## src/rtl/mem_access_unit_if.sv

```systemverilog
// Datapath + SRAM signal bundle for mem_access_unit.
// The slave modport is the unit's own view; master is the surrounding datapath/SRAM.
interface mem_access_unit_if #(
   parameter int ADDR_W = 32
);
   logic              req;
   logic              we;
   logic [1:0]        size;
   logic [ADDR_W-1:0] addr;
   logic [31:0]       wdata;
   logic              busy;
   logic              done;
   logic              err;
   logic [31:0]       rdata;
   logic              mem_en;
   logic              mem_we;
   logic [ADDR_W-3:0] mem_addr;
   logic [31:0]       mem_wdata;
   logic [3:0]        mem_be;
   logic [31:0]       mem_rdata;

   modport slave (
      input  req, we, size, addr, wdata, mem_rdata,
      output busy, done, err, rdata, mem_en, mem_we, mem_addr, mem_wdata, mem_be
   );

   modport master (
      output req, we, size, addr, wdata, mem_rdata,
      input  busy, done, err, rdata, mem_en, mem_we, mem_addr, mem_wdata, mem_be
   );
endinterface

```

## src/rtl/mem_access_unit.sv

```systemverilog
// Load/store engine: runs each decoder memory request as a short SRAM transaction.
// Define MEM_BYTE_ENABLE_EN when the SRAM honours byte enables; otherwise sub-word stores do read-modify-write.
module mem_access_unit #(
   parameter int ADDR_W = 32
) (
   input logic              clk,
   input logic              rst_n,
   mem_access_unit_if.slave bus
);

`ifdef MEM_BYTE_ENABLE_EN
   localparam bit BE_EN = 1'b1;
`else
   localparam bit BE_EN = 1'b0;
`endif

   typedef enum logic [2:0] {S_IDLE, S_RD, S_RDW, S_WR, S_DONE} state_t;

   localparam logic [1:0] SZ_W = 2'b00;
   localparam logic [1:0] SZ_H = 2'b01;
   localparam logic [1:0] SZ_B = 2'b10;

   state_t            r_state, w_next;
   logic              r_we;
   logic [1:0]        r_size;
   logic [ADDR_W-1:0] r_addr;
   logic [31:0]       r_wdata;
   logic [3:0]        r_be;
   logic              r_err;
   logic [31:0]       r_rdata;

   logic              w_bad;
   logic [31:0]       w_st_data;
   logic [3:0]        w_st_be;
   logic [31:0]       w_merged;
   logic [31:0]       w_load;

   assign w_bad = (bus.size == 2'b11)
               || (bus.size == SZ_W && bus.addr[1:0] != 2'b00)
               || (bus.size == SZ_H && bus.addr[0]);

   // NOTE: every always_comb output gets a default first so no path leaves it unassigned (no latch).
   always_comb begin
      w_st_data = bus.wdata;
      w_st_be   = 4'hF;
      if (BE_EN) begin
         case (bus.size)
            SZ_H: begin
               w_st_data = {2{bus.wdata[15:0]}};
               w_st_be   = bus.addr[1] ? 4'b1100 : 4'b0011;
            end
            SZ_B: begin
               w_st_data = {4{bus.wdata[7:0]}};
               w_st_be   = 4'b0001 << bus.addr[1:0];
            end
            default: ;
         endcase
      end
   end

   // Lane extract for loads and lane merge for read-modify-write stores
   always_comb begin
      w_merged = bus.mem_rdata;
      w_load   = bus.mem_rdata;
      case (r_size)
         SZ_H: begin
            w_merged[{r_addr[1], 4'b0000} +: 16] = r_wdata[15:0];
            w_load = {16'h0000, bus.mem_rdata[{r_addr[1], 4'b0000} +: 16]};
         end
         SZ_B: begin
            w_merged[{r_addr[1:0], 3'b000} +: 8] = r_wdata[7:0];
            w_load = {24'h000000, bus.mem_rdata[{r_addr[1:0], 3'b000} +: 8]};
         end
         default: ;
      endcase
   end

   always_comb begin
      w_next        = r_state;
      bus.busy      = (r_state != S_IDLE);
      bus.done      = 1'b0;
      bus.err       = 1'b0;
      bus.mem_en    = 1'b0;
      bus.mem_we    = 1'b0;
      bus.mem_wdata = '0;
      bus.mem_be    = '0;
      case (r_state)
         S_IDLE: begin
            if (bus.req) begin
               if (w_bad)                                       w_next = S_DONE;
               else if (bus.we && (bus.size == SZ_W || BE_EN)) w_next = S_WR;
               else                                             w_next = S_RD;
            end
         end
         S_RD: begin
            bus.mem_en = 1'b1;
            bus.mem_be = 4'hF;
            w_next     = S_RDW;
         end
         S_RDW:   w_next = r_we ? S_WR : S_DONE;
         S_WR: begin
            bus.mem_en    = 1'b1;
            bus.mem_we    = 1'b1;
            bus.mem_wdata = r_wdata;
            bus.mem_be    = r_be;
            w_next        = S_DONE;
         end
         S_DONE: begin
            bus.done = 1'b1;
            bus.err  = r_err;
            w_next   = S_IDLE;
         end
         default: w_next = S_IDLE;
      endcase
   end

   assign bus.rdata    = r_rdata;
   assign bus.mem_addr = r_addr[ADDR_W-1:2];

   // NOTE: sequential state uses <= so every register samples pre-edge values regardless of block order.
   always_ff @(posedge clk or negedge rst_n) begin
      if (!rst_n) r_state <= S_IDLE;
      else        r_state <= w_next;
   end

   // Request capture at acceptance; RDW either loads rdata or folds the sub-word into the write word
   always_ff @(posedge clk or negedge rst_n) begin
      if (!rst_n) begin
         r_we    <= 1'b0;
         r_size  <= '0;
         r_addr  <= '0;
         r_wdata <= '0;
         r_be    <= '0;
         r_err   <= 1'b0;
         r_rdata <= '0;
      end else if (r_state == S_IDLE && bus.req) begin
         r_we    <= bus.we;
         r_size  <= bus.size;
         r_addr  <= bus.addr;
         r_wdata <= w_st_data;
         r_be    <= w_st_be;
         r_err   <= w_bad;
      end else if (r_state == S_RDW) begin
         if (r_we) r_wdata <= w_merged;
         else      r_rdata <= w_load;
      end
   end

endmodule

```

## src/flat_wrapper.sv

```systemverilog
// flat-port wrapper written by rule: the top's interface ports become plain ports
module mem_access_unit_flat 
#(
   parameter int ADDR_W = 32
)
  (clk, rst_n, bus_req, bus_we, bus_size, bus_addr, bus_wdata, bus_mem_rdata, bus_busy, bus_done, bus_err, bus_rdata, bus_mem_en, bus_mem_we, bus_mem_addr, bus_mem_wdata, bus_mem_be);
  mem_access_unit_if #(.ADDR_W(ADDR_W)) bus_i ();
  input logic clk;
  input logic rst_n;
  input wire logic [$bits(bus_i.req)-1:0] bus_req;
  input wire logic [$bits(bus_i.we)-1:0] bus_we;
  input wire logic [$bits(bus_i.size)-1:0] bus_size;
  input wire logic [$bits(bus_i.addr)-1:0] bus_addr;
  input wire logic [$bits(bus_i.wdata)-1:0] bus_wdata;
  input wire logic [$bits(bus_i.mem_rdata)-1:0] bus_mem_rdata;
  output wire logic [$bits(bus_i.busy)-1:0] bus_busy;
  output wire logic [$bits(bus_i.done)-1:0] bus_done;
  output wire logic [$bits(bus_i.err)-1:0] bus_err;
  output wire logic [$bits(bus_i.rdata)-1:0] bus_rdata;
  output wire logic [$bits(bus_i.mem_en)-1:0] bus_mem_en;
  output wire logic [$bits(bus_i.mem_we)-1:0] bus_mem_we;
  output wire logic [$bits(bus_i.mem_addr)-1:0] bus_mem_addr;
  output wire logic [$bits(bus_i.mem_wdata)-1:0] bus_mem_wdata;
  output wire logic [$bits(bus_i.mem_be)-1:0] bus_mem_be;
  assign bus_i.req = bus_req;
  assign bus_i.we = bus_we;
  assign bus_i.size = bus_size;
  assign bus_i.addr = bus_addr;
  assign bus_i.wdata = bus_wdata;
  assign bus_i.mem_rdata = bus_mem_rdata;
  assign bus_busy = bus_i.busy;
  assign bus_done = bus_i.done;
  assign bus_err = bus_i.err;
  assign bus_rdata = bus_i.rdata;
  assign bus_mem_en = bus_i.mem_en;
  assign bus_mem_we = bus_i.mem_we;
  assign bus_mem_addr = bus_i.mem_addr;
  assign bus_mem_wdata = bus_i.mem_wdata;
  assign bus_mem_be = bus_i.mem_be;
  mem_access_unit #(.ADDR_W(ADDR_W)) u_core (.clk(clk), .rst_n(rst_n), .bus(bus_i));
endmodule
```

## config.mk

```make
export PLATFORM = sky130hd
export DESIGN_NAME = mem_access_unit_flat
export DESIGN_NICKNAME = d
export VERILOG_FILES = /design/src/rtl/mem_access_unit_if.sv /design/src/rtl/mem_access_unit.sv /design/src/flat_wrapper.sv
export SDC_FILE = /design/constraint.sdc
export NUM_CORES = 1
export LEC_CHECK = 0
export BUFFER_PORTS_ARGS = -buffer_cell sky130_fd_sc_hd__buf_2
export CAP_MARGIN = 30
export CELL_PAD_IN_SITES_DETAIL_PLACEMENT = 1
export CELL_PAD_IN_SITES_GLOBAL_PLACEMENT = 1
export CORE_MARGIN = 2
export CORE_UTILIZATION = 41
export CTS_BUF_LIST = sky130_fd_sc_hd__clkbuf_16
export CTS_CLUSTER_DIAMETER = 120
export DETAILED_ROUTE_END_ITERATION = 10
export PLACE_DENSITY_LB_ADDON = 0.25
export SYNTH_ARGS = -nofsm -noshare
export SYNTH_HDL_FRONTEND = slang
export SYNTH_SLANG_ARGS = --single-unit
```

## constraint.sdc

```tcl
create_clock -name clk -period 4.4 [get_ports clk]
set_input_delay 0.88 -clock clk [delete_from_list [all_inputs] [get_ports clk]]
set_output_delay 0.88 -clock clk [all_outputs]
set_load 0.02 [all_outputs]
```

* Word-level counts from Yosys, hierarchy flattened
Cells that the tools add are included.
** Storage, ports and cells
- Register bits after elaboration :: 104
- Input bits :: 102
- Logic and storage cells :: 60
- Output and inout bits :: 103
** Cells by class
- Mux-type cells :: 18
- Bitwise operators :: 2
- Shift-type cells :: 6
- Equality and inequality tests :: 9
- Reduce and logical (&&, ||, !) cells :: 15
- Add/subtract/negate cells :: 2
** Operator list (number)
- $mux W32 :: 4
- $pmux W32 S2 :: 2
- $bwmux W32 :: 2
- $shift A16 B7 Y32 const A :: 1
- $shift A8 B7 Y32 const A :: 1
- $shiftx A16 B7 Y32 :: 1
- $shiftx A32 B6 Y16 :: 1
- $shiftx A32 B6 Y8 :: 1
- $shiftx A8 B7 Y32 :: 1
- $neg A5 Y7 :: 2
- $pmux W3 S4 :: 1
- $mux W3 :: 3
- $pmux W4 S2 :: 1
- $eq A3 B2 Y1 const B :: 2
- $reduce_bool A2 Y1 :: 3
- $eq A2 B1 Y1 const B :: 2
- $eq A2 B2 Y1 const B :: 2
- $logic_and A1 B1 Y1 :: 4
- $mux W1 :: 4
- $eq A3 B1 Y1 const B :: 1
- $eq A3 B3 Y1 const B :: 1
- $logic_not A3 Y1 :: 1
- $reduce_and A3 Y1 :: 1
- $reduce_bool A3 Y1 :: 1
- 7 further kinds :: 9

* Depth between registers and ports, before layout
Gate-level depths: netlist of the first run.
- Word-level depth :: 7
- Mapped depth :: 9
- Mapped depth without buffers :: 6

* Least setup slack after synthesis of the first run
No wires, ideal clock.
- Kind :: reg2out
- Start :: register u_core.r_state[0]
- End :: output port bus_mem_be[1]
- Slack :: 1.345 ns
- Data arrival time :: 2.175 ns
- Cell stages (with the launch flop) :: 6
- Data required time :: 3.520 ns
- Path buffers :: 3
- Cell sequence :: dfrtp_1 > buf_2 > nor2b_1 > clkbuf_1 > a21boi_0 > buf_4
** Between the ends
- Word-level cells in the longest chain between the ends :: 2
- Elaborated cells between the ends (all ways) :: 3
- Those cells by class :: eq/ne: 2; mux: 1
** Ends and longest elaborated chain
- start, declared :: line mem_access_unit.sv:23 : state_t r_state, w_next;
- start signal, assigned :: line mem_access_unit.sv:123 : else r_state <= w_next;
- $eq A3 B2 Y1 or $eq A3 B1 Y1 (tied branches) :: line mem_access_unit.sv:87 : case (r_state)
- $pmux W4 S2 (*) :: line mem_access_unit.sv:87
- end, declared :: line flat_wrapper.sv:24 : output wire logic [$bits(bus_i.mem_be)-1:0] bus_mem_be;
Mark *: on every way between the ends. The rest lies on a longest branch, timed or not.

* Final worst setup path of the first run
- Start :: register u_core.r_addr[1]
- End :: register u_core.r_wdata[15]
** Between the ends
- Word-level cells in the longest chain between the ends :: 7
- Elaborated cells between the ends (all ways) :: 12
- Those cells by class :: add/sub: 2; shift: 4; mux: 6
** Ends and longest elaborated chain
- start, declared :: line mem_access_unit.sv:26 : logic [ADDR_W-1:0] r_addr;
- start signal, assigned :: line mem_access_unit.sv:139 : r_addr <= bus.addr;
- $neg A5 Y7 (on tied branches) :: line mem_access_unit.sv:67, mem_access_unit.sv:71
- $shiftx A16 B7 Y32, or another cell as far along :: line mem_access_unit.sv:67 : w_merged[{r_addr[1], 4'b0000} +: 16] = r_wdata[15:0];
- $bwmux W32 (on tied branches) :: line mem_access_unit.sv:67, mem_access_unit.sv:71
- $pmux W32 S2 (*) :: line mem_access_unit.sv:65 : case (r_size)
- $mux W32 (*) :: line mem_access_unit.sv:144 : if (r_we) r_wdata <= w_merged;
- $mux W32 (*) :: line mem_access_unit.sv:143 : end else if (r_state == S_RDW) begin
- $mux W32 (*) :: line mem_access_unit.sv:136 : end else if (r_state == S_IDLE && bus.req) begin
- end signal, assigned :: line mem_access_unit.sv:140 : r_wdata <= w_st_data;
- end signal, assigned :: line mem_access_unit.sv:144
- end, declared :: line mem_access_unit.sv:27 : logic [31:0] r_wdata;
Mark *: on every way between the ends. The rest lies on a longest branch, timed or not. The select of a mux whose other input is x is not followed.
A chain may end at the register's enable or synchronous reset.

==> results of run 1 <==
## path summary, 6_finish.rpt
kind / end / slack, ns / startpoint / cells past startpoint
worst max-delay path: u_core.r_wdata[15] / 1.16 / u_core.r_addr[1] / 6
worst min-delay path: u_core.r_be[0] / 0.45 / u_core.r_be[0] / 2
worst max register to register: u_core.r_wdata[15] / 1.16 / u_core.r_addr[1] / 6
worst min register to register: u_core.r_be[0] / 0.45 / u_core.r_be[0] / 2
max in group asynchronous: u_core.r_addr[8] / 2.97 / rst_n / 2
min in group asynchronous: u_core.r_addr[5] / 0.50 / rst_n / 1
## critical path: cells and delay by family, from the launching register on
| family | cells | cell delay (ns) |
|---|---|---|
| and+or+nand+nor | 2 | 0.66 |
| buffers and inverters | 1 | 0.65 |
| DFF | 1 | 0.73 |
| adders and majority gates | 1 | 0.63 |
| AOI/OAI and AO/OA | 2 | 0.45 |
## final cells by class
type                    instances  area, µm²  share of cell area, %
flip-flops and latches        104       2603                  35.92
well taps                     184      230.2                  3.177
clock inverters                 7      111.4                  1.537
multi-input cells             475       2959                  40.84
inverters                       9      33.78                 0.4662
clock buffers                   9      225.2                  3.108
repair buffers                212       1084                  14.95
## cell usage after synthesis, types with 6 or more instances
| cell | number | area [µm²] |
|---|---|---|
| a21oi_1 | 25 | 125.1 |
| a221o_1 | 8 | 80.08 |
| a221oi_1 | 21 | 183.9 |
| a221oi_2 | 10 | 150.1 |
| a22oi_1 | 14 | 105.1 |
| and2_1 | 10 | 62.56 |
| and3_1 | 33 | 206.5 |
| buf_2 | 22 | 110.1 |
| buf_4 | 39 | 292.8 |
| buf_6 | 6 | 67.56 |
| clkbuf_1 | 20 | 75.07 |
| dfrtp_1 | 104 | 2603 |
| ha_1 | 7 | 87.58 |
| inv_1 | 8 | 30.03 |
| mux2i_1 | 8 | 80.08 |
| nand2_1 | 130 | 488.0 |
| nand3_1 | 16 | 80.08 |
| nor2_1 | 26 | 97.59 |
| nor2b_1 | 20 | 125.1 |
| o211a_1 | 8 | 80.08 |
| o21ai_0 | 44 | 220.2 |
| o21ai_1 | 15 | 75.07 |
| o22ai_1 | 8 | 50.05 |
| o2bb2ai_1 | 7 | 61.31 |
| o31ai_1 | 9 | 67.56 |
## flip-flops by register name, summed over array words and instances, names as in the netlist
name	cells
u_core.r_wdata	32
u_core.bus.rdata	32
u_core.r_be	1
u_core.r_state	3
u_core.r_err	1
u_core.r_size	2
u_core.r_we	1
u_core.r_addr	32
## metrics by stage
stage / utilization (%) / setup WS [ns] / hold slack (ns)
floorplan: - / 1.345 / 0.4113
global placement: 47.36 / 1.492 / 0.4227
detailed placement: 47.36 / 1.308 / 0.4368
CTS: 49.67 / 1.249 / 0.4562
global route: 49.67 / 0.9461 / 0.4958
finish: 49.67 / 1.164 / 0.4497
## kinds of logic after synthesis
group	Yosys count	synth area share, %
AO/OA/AOI/OAI	196	23.66
adder cells (fa/ha/maj)	7	1.428
buffers and inverters	97	9.506
multiplexers	8	1.306
flip-flops	104	42.43
AND/OR/NAND/NOR	264	21.66
## layer usage
metal  up-vias  GRT usage (%)  part of all wire, %
li1       2655              -                    -
met1      2867          35.40                   42
met2       242          45.57                   48
met4         0          13.32                  3.8
met3        51          4.175                  6.3
met5         -              0                    0
## layout by cell type (no fill, tap or decap), types with 3 or more instances in the layout
master / count
buf_2: 203
nand2_1: 130
dfrtp_1: 104
o21ai_0: 44
and3_1: 33
nor2_1: 26
a21oi_1: 25
a221oi_1: 21
nor2b_1: 19
nand3_1: 16
o21ai_1: 15
a22oi_1: 14
inv_1: 10
and2_1: 10
a221oi_2: 10
o31ai_1: 9
clkbuf_16: 9
buf_4: 9
mux2i_1: 8
o22ai_1: 8
o211a_1: 8
a221o_1: 8
o2bb2ai_1: 7
ha_1: 7
a22o_1: 5
a21o_1: 5
or3_1: 4
a31oi_1: 4
nand2b_1: 3
and3b_1: 3
nor3_1: 3
o41ai_2: 3
bufinv_16: 3
## power breakdown
group,internal (mW),leakage (nW),switching (mW)
Clock,0.553,0.172,0.363
Combinational,1.14,2.31,1.98
Sequential,1.42,1.28,0.479
Total,3.11,3.76,2.82
==> flow_summary.yaml, run 1 <==
routing:
  vias: 5815
  drc: 0
  routed_via_density: 5.815
  post_drt_wl_per_cell_um: 21.99
  drtIter0Drc: 394
  wirelength_um: 21990
  firstDrtPassIters: 4
  antenna_left: 0
timing:
  tns_ns: 0
  fmax_mhz: 309.0
  slew_headroom_pct: 28.63
  worst_pin_slew_ns: 1.070
  min_period_ns: 3.236
  rsz0062_at_grt: "false"
  skew_ns: 0.01191
  slew_viol_final: 0
  hold_violations: 0
  setup_violations: 0
  finalCritPeriodShare_pct: 73.55
yosys:
  ys.flop_type: "dfrtp_1"
  avgSynthCellArea_um2: 9.073
  ys_warn_count: 0
  synthArstFlopShare_pct: 100.0
  ys_types: 57
  seq_area_frac_synth_pct: 42.43
  syn_area_um2: 6133
  ys_seq_elements: 104
  synth-edff-count: 0
  syn_inst: 676
  syn-num-nets: 785
floorplanning:
  die_w_um: 126.3
  core.rowCount: 44
  core_area_um2: 14590
  start_util_pct: 42.04
  die_y_um: 126.3
  io_pins: 205
  die_area_um2: 15950
global_routing:
  grt_pass1_vias: 6015
  grt-ovfl-total: 0
  antenna_found_initial: 0
  grt_max_degree: 51
  grt_first_pass_wirelength_um: 34090
  track_usage_pct: 27.51
clock_tree:
  cts_setup_buffers: 0
  cts.repair.resized: 0
  clkLatencyLatePin_ns: 0.36
  postCtsHoldBufs: 0
  clkSinkCount: 104
  numCtsBuffers: 9
  htreeDepth: 3
  cts_tree: "done"
  root_buffer: "clkbuf_16"
  clk_pin_slew_ns: 0.08
  clk_path_buf_depth: 2
place:
  routabilityCongestion: 0.9082
  dp_hpwl_um: 16360
  place_area_um2: 6909
  dp_cells: 984
  port_buffers: 204
worst_setup_path:
  crit_type: "flop to flop"
  slowest_stage: "dfrtp_1"
  critPathCaptureType: "flop"
  critPathMaxStageDelay_ns: 0.73
  arrival_ns: 3.49
  crit_path_cell_trace: "clkinv_1 -> ha_1 -> and3b_1 -> nor3b_2 -> a221oi_1 -> o31ai_1"
  cp_data_required_time_ns: 4.65
  startpoint_type: "flop"
  critPathMaxFanout: 20
power:
  ir_drop_uv: 486.9
  leakagePower_nw: 3.761
  p_per_area_nw_per_um2: 818.5
  fin_total_pwr_mw: 5.930
worst_hold_path:
  hold_class: "flop to flop"
outcome:
  status: "finished clean"
final_layout:
  nFillCells: 1757
  stdcell_count: 1000
  drive_above_1_share_pct: 31.13
  diodes: 0
  final_cell_area_um2: 7246
  syn2layout_area_growth_pct: 18.14
  final_nets: 920
flow_run:
  max_cap_viol_count: 0
Note: power is estimated with default switching activity, not from simulation.
==> inputs of run 2 (changes only) <==
ABC_AREA = 1   (was not set)
CORE_UTILIZATION = 36   (was 41)
clock period = 3.04 ns   (was 4.4 ns; I/O delays follow)
==> flow_summary.yaml, run 2 <==
outcome:
  status: "finished clean"
floorplanning:
  die_area_um2: 20620
  start_util_pct: 36.40
  io_pins: 205
  die_y_um: 143.6
  core.rowCount: 51
  core_area_um2: 19270
  die_w_um: 143.6
clock_tree:
  cts_setup_buffers: 0
  clkSinkCount: 104
  numCtsBuffers: 9
  root_buffer: "clkbuf_16"
  htreeDepth: 3
  cts_tree: "done"
  cts.repair.resized: 0
  clk_pin_slew_ns: 0.07
  clkLatencyLatePin_ns: 0.36
  clk_path_buf_depth: 2
  postCtsHoldBufs: 0
worst_setup_path:
  cp_data_required_time_ns: 2.43
  critPathCaptureType: "output port"
  crit_type: "flop to output port"
  timing.rr.start: "u_core.r_addr[1]"
  critPathMaxFanout: 34
  arrival_ns: 2.11
  startpoint: "u_core.r_state[1]"
  startpoint_type: "flop"
final_layout:
  final_nets: 1364
  nFillCells: 2667
  syn2layout_area_growth_pct: 19.21
  mostFrequentLayoutCells: "nand2_1, buf_2, inv_1"
  drive_above_1_share_pct: 19.60
  final_cell_area_um2: 8362
  layout_commonest_cell: "nand2_1"
  stdcell_count: 1526
  post-route-util_pct: 43.39
timing:
  slew_headroom_pct: 54.06
  worst_pin_slew_ns: 0.6883
  fmax_mhz: 368.4
  rsz0062_at_grt: "false"
  finalWorstSetupSlack_ns: 0.3256
  skew_ns: 0.008594
  slew_viol_final: 0
  finalCritPeriodShare_pct: 89.29
  tns_ns: 0
  setup_violations: 0
  hold_violations: 0
  min_period_ns: 2.714
routing:
  post_drt_wl_per_cell_um: 15.95
  route.met3.wl_um: 1277
  highest_layer: "met5"
  wirelength_um: 24340
  firstDrtPassIters: 4
  antenna_left: 0
  wl_met2_um: 11220
  wl_met1_um: 11260
  routed_via_density: 4.807
  drc: 0
  vias: 7336
  drtIter0Drc: 357
yosys:
  syn_area_um2: 7014
  ys.flop_type: "dfrtp_1"
  syn-num-nets: 1223
  seq_area_frac_synth_pct: 37.10
  synthArstFlopShare_pct: 100.0
  synth.area.mux_share_pct: 0
  yosys.area_share.simple_pct: 31.84
  syn_inst: 1114
  synthTopCellsByArea: "dfrtp_1, nand2_1, inv_1"
  synth-xor-area-share_pct: 0
  yosys.area_share.adder_pct: 1.249
  synth_top_family_by_area: "simple AND/OR/NAND/NOR gates"
  synth_common_cells: "nand2_1, inv_1, dfrtp_1"
  yosys.area.top_type: "dfrtp_1"
  synth_top_area_share_pct: 37.10
  ys_seq_elements: 104
  ys_warn_count: 0
  avgSynthCellArea_um2: 6.296
  synthMostInstantiatedCell: "nand2_1"
  synth-edff-count: 0
  ys_types: 24
  synth_compound_area_share_pct: 14.82
power:
  leakagePower_nw: 4.898
  p_per_area_nw_per_um2: 1160
  ir_drop_uv: 475.6
place:
  port_buffers: 204
  place_area_um2: 8010
  dp_cells: 1509
  place_ws_ns: 0.6635
  dp_hpwl_um: 18770
  routabilityCongestion: 0.8877
global_routing:
  track_usage_pct: 23.80
  grt_first_pass_wirelength_um: 38270
  grt_pass1_vias: 7307
  grt-ovfl-total: 0
  grt_max_degree: 61
  antenna_found_initial: 2
flow_run:
  max_cap_viol_count: 0
worst_hold_path:
  hold_class: "input port to asynchronous set/reset pin"
[run 2: cell count changes after synthesis, moves of 11 or more]
cell      before  now
nand2_1      130  469
o21ai_0       44   84
a22oi_1       14    0
a221oi_1      21    0
nor2b_1       20    0
o211ai_1       1   33
nor2_1        26   91
inv_1          8  136
and3_1        33    0
o21ai_1       15   26
[run 2: final timing paths]
| check | slack (ns) | endpoint | cells past startpoint |
|---|---|---|---|
| worst max-delay path | 0.33 | bus_mem_be[3] | 5 |
| worst min-delay path | 0.16 | u_core.r_wdata[30] | 1 |
| worst max register to register | 0.75 | u_core.r_wdata[1] | 11 |
| worst min register to register | 0.45 | u_core.r_be[0] | 2 |
| max in group asynchronous | 2.13 | u_core.r_addr[0] | 2 |
| min in group clk | 0.44 | u_core.r_addr[13] | 3 |
[run 2: critical path: stages (launching register included)]
cell and delay [ns]:
dfrtp_1 0.41, inv_1 0.11, nor3_2 0.24, inv_2 0.30, o21ai_0 0.44, buf_2 0.25
[run 2: final cells by class]
| cell class | count | area (µm²) | area share [%] |
|---|---|---|---|
| Antenna cell | 1 | 2.502 | 0.02993 |
| Clock buffer | 9 | 225.2 | 2.693 |
| Inverter | 144 | 540.5 | 6.464 |
| Tap cell | 265 | 331.6 | 3.965 |
| Timing Repair Buffer | 220 | 1169 | 13.98 |
| Clock inverter | 7 | 123.9 | 1.481 |
| Sequential cell | 104 | 2604 | 31.14 |
| Multi-Input combinational cell | 776 | 3366 | 40.25 |
[run 2: logic make-up (layout without fill, tap and decap cells)]
group,Yosys count,after routing
AOI/OAI and AO/OA,188,188
adders and majority gates,7,7
and+or+nand+nor,581,581
buffers and inverters,234,380
DFF,104,104
other,0,1
[run 2: power breakdown]
| part | internal [mW] | switching [mW] | leakage (nW) |
|---|---|---|---|
| clock network | 0.817 | 0.574 | 0.172 |
| logic | 1.74 | 4.00 | 3.44 |
| registers | 2.04 | 0.521 | 1.28 |
[run 2: metal layers]
layer / GRT usage (%) / up-vias
met5: 0 / -
met4: 7.534 / 2
met3: 3.965 / 36
met2: 38.95 / 207
met1: 32.18 / 3422
li1: - / 3669
[run 2: metrics by stage]
| step | hold slack, ns | power, mW |
|---|---|---|
| after floorplan | 0.3124 | 6.778 |
| after global placement | 0.4319 | 8.228 |
| after detailed placement | 0.4382 | 8.375 |
| after CTS | 0.1667 | 9.808 |
| after global routing | 0.1832 | 10.65 |
| final | 0.1597 | 9.702 |
